<file path="src/rtl/alu_pkg.sv">
// Shared ALU definitions: flag byte layout, divider state encoding, datapath width.
package alu_pkg;

    localparam int unsigned ALU_W   = 8;

    localparam int unsigned FLAG_ZF = 0;
    localparam int unsigned FLAG_CF = 1;
    localparam int unsigned FLAG_OF = 2;
    localparam int unsigned FLAG_NF = 3;

    typedef enum logic [1:0] {
        IDLE = 2'd0,
        RUN  = 2'd1,
        DONE = 2'd2
    } div_state_e;

    // Build a flag byte in the CPU flag register layout {4'b0, NF, OF, CF, ZF}.
    function automatic logic [7:0] pack_flags(input logic nf, input logic of,
                                              input logic cf, input logic zf);
        logic [7:0] f;
        f          = '0;
        f[FLAG_NF] = nf;
        f[FLAG_OF] = of;
        f[FLAG_CF] = cf;
        f[FLAG_ZF] = zf;
        return f;
    endfunction

endpackage

</file>
<file path="src/rtl/div_sub_step.sv">
// One combinational restoring-division step: shift in a dividend bit, trial-subtract.
module div_sub_step #(
    parameter int unsigned WIDTH = 8
) (
    input  logic [WIDTH-1:0] rem_i,
    input  logic             bit_i,
    input  logic [WIDTH-1:0] divisor_i,
    output logic [WIDTH-1:0] rem_o,
    output logic             q_o
);

    logic [WIDTH:0]   shifted;
    logic [WIDTH+1:0] diff;

    // Difference is kept when non-negative; either result is below the divisor, so WIDTH bits suffice.
    always_comb begin
        shifted = {rem_i, bit_i};
        diff    = {1'b0, shifted} - {2'b00, divisor_i};
        q_o     = ~diff[WIDTH+1];
        rem_o   = q_o ? diff[WIDTH-1:0] : shifted[WIDTH-1:0];
    end

endmodule

</file>
<file path="src/rtl/seq_divider.sv">
// Multi-cycle restoring divider returning quotient, remainder and ALU-layout flags.
// Signed division is compiled in only when SEQ_DIVIDER_SIGNED_EN is defined;
// otherwise signed_op is ignored and every operation is unsigned.
module seq_divider
    import alu_pkg::*;
#(
    parameter int unsigned WIDTH = ALU_W,
    parameter int unsigned CNT_W = 3
) (
    input  logic             clk,
    input  logic             rst,
    input  logic             start,
    input  logic             signed_op,
    input  logic [WIDTH-1:0] dividend,
    input  logic [WIDTH-1:0] divisor,
    output logic             busy,
    output logic             done,
    output logic [WIDTH-1:0] quotient,
    output logic [WIDTH-1:0] remainder,
    output logic [7:0]       flags
);

    localparam logic [CNT_W-1:0] CNT_LAST = CNT_W'(WIDTH - 1);

    div_state_e       state_q;
    logic [CNT_W-1:0] cnt_q;
    logic [WIDTH-1:0] dvd_q;   // dividend magnitude shifting out, quotient bits shifting in
    logic [WIDTH-1:0] dvs_q;
    logic [WIDTH-1:0] rem_q;
    logic             busy_q, done_q;
    logic [WIDTH-1:0] quo_q, rmd_q;
    logic [7:0]       flags_q;
`ifdef SEQ_DIVIDER_SIGNED_EN
    logic             neg_quo_q, neg_rem_q;
`endif

    logic             signed_en, dvd_neg, dvs_neg, div_zero, sgn_ovf;
    logic [WIDTH-1:0] dvd_mag, dvs_mag;
    logic [WIDTH-1:0] step_rem, quo_next, fin_quo, fin_rem;
    logic             step_q;

    div_sub_step #(.WIDTH(WIDTH)) u_step (
        .rem_i     (rem_q),
        .bit_i     (dvd_q[WIDTH-1]),
        .divisor_i (dvs_q),
        .rem_o     (step_rem),
        .q_o       (step_q)
    );

    // Operand classification at accept time and sign correction of the final step.
    always_comb begin
`ifdef SEQ_DIVIDER_SIGNED_EN
        signed_en = signed_op;
`else
        signed_en = 1'b0;
`endif
        dvd_neg  = signed_en & dividend[WIDTH-1];
        dvs_neg  = signed_en & divisor[WIDTH-1];
        // 0x80 negates to itself, which read as unsigned is the correct magnitude 128.
        dvd_mag  = dvd_neg ? (~dividend + 1'b1) : dividend;
        dvs_mag  = dvs_neg ? (~divisor + 1'b1) : divisor;
        div_zero = (divisor == '0);
        sgn_ovf  = signed_en && (dividend == {1'b1, {(WIDTH-1){1'b0}}}) && (divisor == '1);
        quo_next = {dvd_q[WIDTH-2:0], step_q};
`ifdef SEQ_DIVIDER_SIGNED_EN
        fin_quo  = neg_quo_q ? (~quo_next + 1'b1) : quo_next;
        fin_rem  = neg_rem_q ? (~step_rem + 1'b1) : step_rem;
`else
        fin_quo  = quo_next;
        fin_rem  = step_rem;
`endif
    end

    // Control FSM with registered datapath and outputs.
    always_ff @(posedge clk or posedge rst) begin
        if (rst) begin
            state_q   <= IDLE;
            cnt_q     <= '0;
            dvd_q     <= '0;
            dvs_q     <= '0;
            rem_q     <= '0;
            busy_q    <= 1'b0;
            done_q    <= 1'b0;
            quo_q     <= '0;
            rmd_q     <= '0;
            flags_q   <= '0;
`ifdef SEQ_DIVIDER_SIGNED_EN
            neg_quo_q <= 1'b0;
            neg_rem_q <= 1'b0;
`endif
        end else begin
            done_q <= 1'b0;
            case (state_q)
                IDLE, DONE: begin
                    if (start) begin
                        if (div_zero) begin
                            quo_q   <= '1;
                            rmd_q   <= dividend;
                            flags_q <= pack_flags(1'b0, 1'b0, 1'b1, 1'b0);
                            done_q  <= 1'b1;
                            state_q <= DONE;
                        end else if (sgn_ovf) begin
                            quo_q   <= {1'b1, {(WIDTH-1){1'b0}}};
                            rmd_q   <= '0;
                            flags_q <= pack_flags(1'b0, 1'b1, 1'b0, 1'b0);
                            done_q  <= 1'b1;
                            state_q <= DONE;
                        end else begin
                            dvd_q     <= dvd_mag;
                            dvs_q     <= dvs_mag;
                            rem_q     <= '0;
                            cnt_q     <= '0;
                            busy_q    <= 1'b1;
`ifdef SEQ_DIVIDER_SIGNED_EN
                            neg_quo_q <= dvd_neg ^ dvs_neg;
                            neg_rem_q <= dvd_neg;
`endif
                            state_q   <= RUN;
                        end
                    end else begin
                        state_q <= IDLE;
                    end
                end
                RUN: begin
                    rem_q <= step_rem;
                    dvd_q <= quo_next;
                    cnt_q <= cnt_q + 1'b1;
                    if (cnt_q == CNT_LAST) begin
                        quo_q   <= fin_quo;
                        rmd_q   <= fin_rem;
                        flags_q <= pack_flags(fin_quo[WIDTH-1], 1'b0, 1'b0, fin_quo == '0);
                        busy_q  <= 1'b0;
                        done_q  <= 1'b1;
                        state_q <= DONE;
                    end
                end
                default: state_q <= IDLE;
            endcase
        end
    end

    assign busy      = busy_q;
    assign done      = done_q;
    assign quotient  = quo_q;
    assign remainder = rmd_q;
    assign flags     = flags_q;

endmodule
</file>
<file path="config.mk">
export PLATFORM = sky130hd
export DESIGN_NAME = seq_divider
export DESIGN_NICKNAME = d
export VERILOG_FILES = /design/src/rtl/alu_pkg.sv /design/src/rtl/div_sub_step.sv /design/src/rtl/seq_divider.sv
export SDC_FILE = /design/constraint.sdc
export NUM_CORES = 1
export LEC_CHECK = 0
export BUFFER_PORTS_ARGS = -buffer_cell sky130_fd_sc_hd__buf_2
export CAP_MARGIN = 15
export CELL_PAD_IN_SITES_DETAIL_PLACEMENT = 2
export CELL_PAD_IN_SITES_GLOBAL_PLACEMENT = 2
export CORE_MARGIN = 2
export CORE_UTILIZATION = 35
export DETAILED_ROUTE_END_ITERATION = 10
export PLACE_DENSITY_LB_ADDON = 0.1
export SLEW_MARGIN = 20
export SYNTH_ARGS = -nofsm -noshare
export SYNTH_HDL_FRONTEND = slang
export SYNTH_SLANG_ARGS = --single-unit
</file>
<file path="constraint.sdc">
create_clock -name clk -period 2.9 [get_ports clk]
set_input_delay 0.58 -clock clk [delete_from_list [all_inputs] [get_ports clk]]
set_output_delay 0.58 -clock clk [all_outputs]
set_load 0.005 [all_outputs]
</file>
==> run metrics <==
status finished, final reports clean; # DRC 0; largest net degree at the start of global routing 30; most frequent cells in the layout 50 x dfrtp_1, 39 x buf_2, 33 x o21ai_0, 32 x nand2_1; P&R area growth vs syn 16.8%; RSZ-0062 raised after global routing false; top_reg_cell synth dfrtp_1; Final Cell Area about 3000 sq um; die footprint between 8000 and 9000 sq um; routed length per instance between 15 and 20 microns; Final TNS setup 0 ps; most common cell after layout, fill and taps aside dfrtp_1; Netlist cell types 55; Data required, critical path between 3000 and 4000 ps; Clk Latency, worst-skew pair between 300 and 400 ps; H-tree depth 2; Worst Hold Class input port to async pin; DRT Pass-1 Iters 4; hpwl dp between 5 and 6 mm; Initial Util 0.362; Post-Place Cells about 410; die width between 90 and 100 microns; input/output buffers 39; cts hold-fix bufs 0; min cycle time layout ~2400 ps; GP Congestion between 0.7 and 0.8; leakage power 1.39 nW; DP Area between 2000 and 3000 sq um; Fmax 413 MHz; Setup crit end kind flop; CTS tree done; Cell Pwr Density roughly 1300 nW/um^2; 1st-iter DRT viols 92; number of global-route vias before repair 2,465; Synth warnings 0; boundary pin count 46; Max-Cap Viols 0; Area contributors post-synth dfrtp_1 47%, o21ai_0 6.3%, ha_1 4.7%; first-pass GRT wire length about 13 mm; die height between 90 and 100 microns; max-slew violation count 0; fin cells 412; Slew headroom 0.404; clock slew at reported path FFs 100 ps; ANT nets after route 0; Sink Count 50; worst vdd ir approximately 380 uV; syn avg cell area a little under 10 sq um; initial antenna violation count 0; Tcrit/Tclk final 0.836; Hold Fails Final Rpt 0; Resized cells post-CTS 0; Core Footprint around 7300 sq um; Yosys top cell by area dfrtp_1; final WL about 7.3 mm; CP arrival about 2600 ps; row cnt 31; Vias 2,192; global route total overflow 0; CTS Buffer Depth 2; GRT Util Overall 0.193; Startpoint Class flop; Max Clock Skew 10.6 ps; antenna cells 0; Seq/Total Area, Yosys 0.473; Cells after Synth approximately 270; Num CTS Buffers 5; WS Path Type flop to flop; Post-synth EDFFs 0; Root Buffer clkbuf_8; vias per cell 5.32; layout cell share with drive strength beyond 1 0.230; crit path max fanout 10; Yosys top cell area share 0.473; Synth async-reset ratio 1.00; final net count 344; Worst-Margin Slew slightly below 900 ps; Cell Area, Synth 2640 sq um; number of synthesized register bits 50; setup bufs post-CTS 0; Final setup viols 0
## worst max-delay path, cell delays in order (launching register included)
cell,delay [ps]
dfrtp_1,420
ha_1,410
a21o_1,250
a221oi_2,270
nor2b_2,450
buf_4,210
nand3_1,100
a41oi_1,230
## area by class of cell
class	instances	area, sq um
Clock inverter	1	30.0
Multi-Input combinational cell	189	1250
Fill cell	841	4210
Clock buffer	6	82.6
Timing Repair Buffer	51	285
Tap cell	99	124
Sequential cell	50	1250
Inverter	16	60.1
## power breakdown
group / leakage (nW) / internal [W] / switching (W) / total (W)
sequential: 0.586 / 0.00102 / 0.000221 / 0.00124
combinational: 0.746 / 0.000925 / 0.00132 / 0.00224
clock: 0.0573 / 0.000277 / 0.000243 / 0.000520
total: 1.39 / 0.00222 / 0.00178 / 0.00400
## synthesized netlist by cell type, drive strengths merged, types with 2 or more instances
master and instances:
nor3 3, nand3 8, buf 10, nor2 15, a21o 4, nand2b 6
nor4 3, and3 3, a31oi 2, nor2b 3, o21ai 33, and2 2
o32a 2, mux2i 8, a221oi 2, nand2 32, or3 2, dfrtp 50
clkbuf 6, inv 16, a211o 2, nand4 2, o22a 7, a41oi 3
ha 10, a21oi 11, o311ai 2
## path summary, 6_finish.rpt
path | start | endpoint | slack [ps] | cells past startpoint
max in group asynchronous | rst | remainder[2] | 1980 | 3
worst max-delay path | rem_q[5] | remainder[5] | 480 | 7
min in group clk | quotient[2] | quotient[2] | 500 | 2
worst min register to register | quotient[2] | quotient[2] | 500 | 2
worst min-delay path | rst | quotient[7] | 300 | 2
worst max register to register | rem_q[5] | remainder[5] | 480 | 7
## layer usage
metal / vias up / share of wire / track usage
li1: 1035 / - / -
met1: 1125 / 0.47 / 0.247
met2: 28 / 0.50 / 0.345
met3: 4 / 0.027 / 0.0284
met4: 0 / 0.0075 / 0.0455
met5: - / 0 / 0
## flip-flops by register name, summed over array words and instances (netlist names)
signal / flops
dvs_q: 8
flags: 3
rem_q: 8
dvd_q: 8
state_q: 2
quotient: 8
done: 1
busy: 1
cnt_q: 3
remainder: 8
## cells by family (layout without fill, tap and decap cells)
group | count (synthesis) | count (layout) | synth area share
and+or+nand+nor | 83 | 83 | 0.157
other | 1 | 5 | 0.00142
DFF | 50 | 50 | 0.473
buffers and inverters | 32 | 74 | 0.0606
muxes | 9 | 9 | 0.0346
AOI/OAI and AO/OA | 80 | 80 | 0.215
xor gates and xnor gates | 1 | 1 | 0.00331
adders and majority gates | 11 | 11 | 0.0549
## stage by stage
| stage | setup slack [ps] | utilization | power [W] | hold slack (ps) |
|---|---|---|---|---|
| 2_1_floorplan | 787 | - | 0.00282 | 468 |
| 3_3_place_gp | 508 | 0.408 | 0.00342 | 471 |
| 3_5_place_dp | 483 | 0.408 | 0.00352 | 472 |
| 4_1_cts | 455 | 0.423 | 0.00407 | 323 |
| 5_1_grt | 282 | 0.423 | 0.00441 | 332 |
| 6_report | 476 | 0.423 | 0.00400 | 301 |
Power figures use the tool's default switching activity.
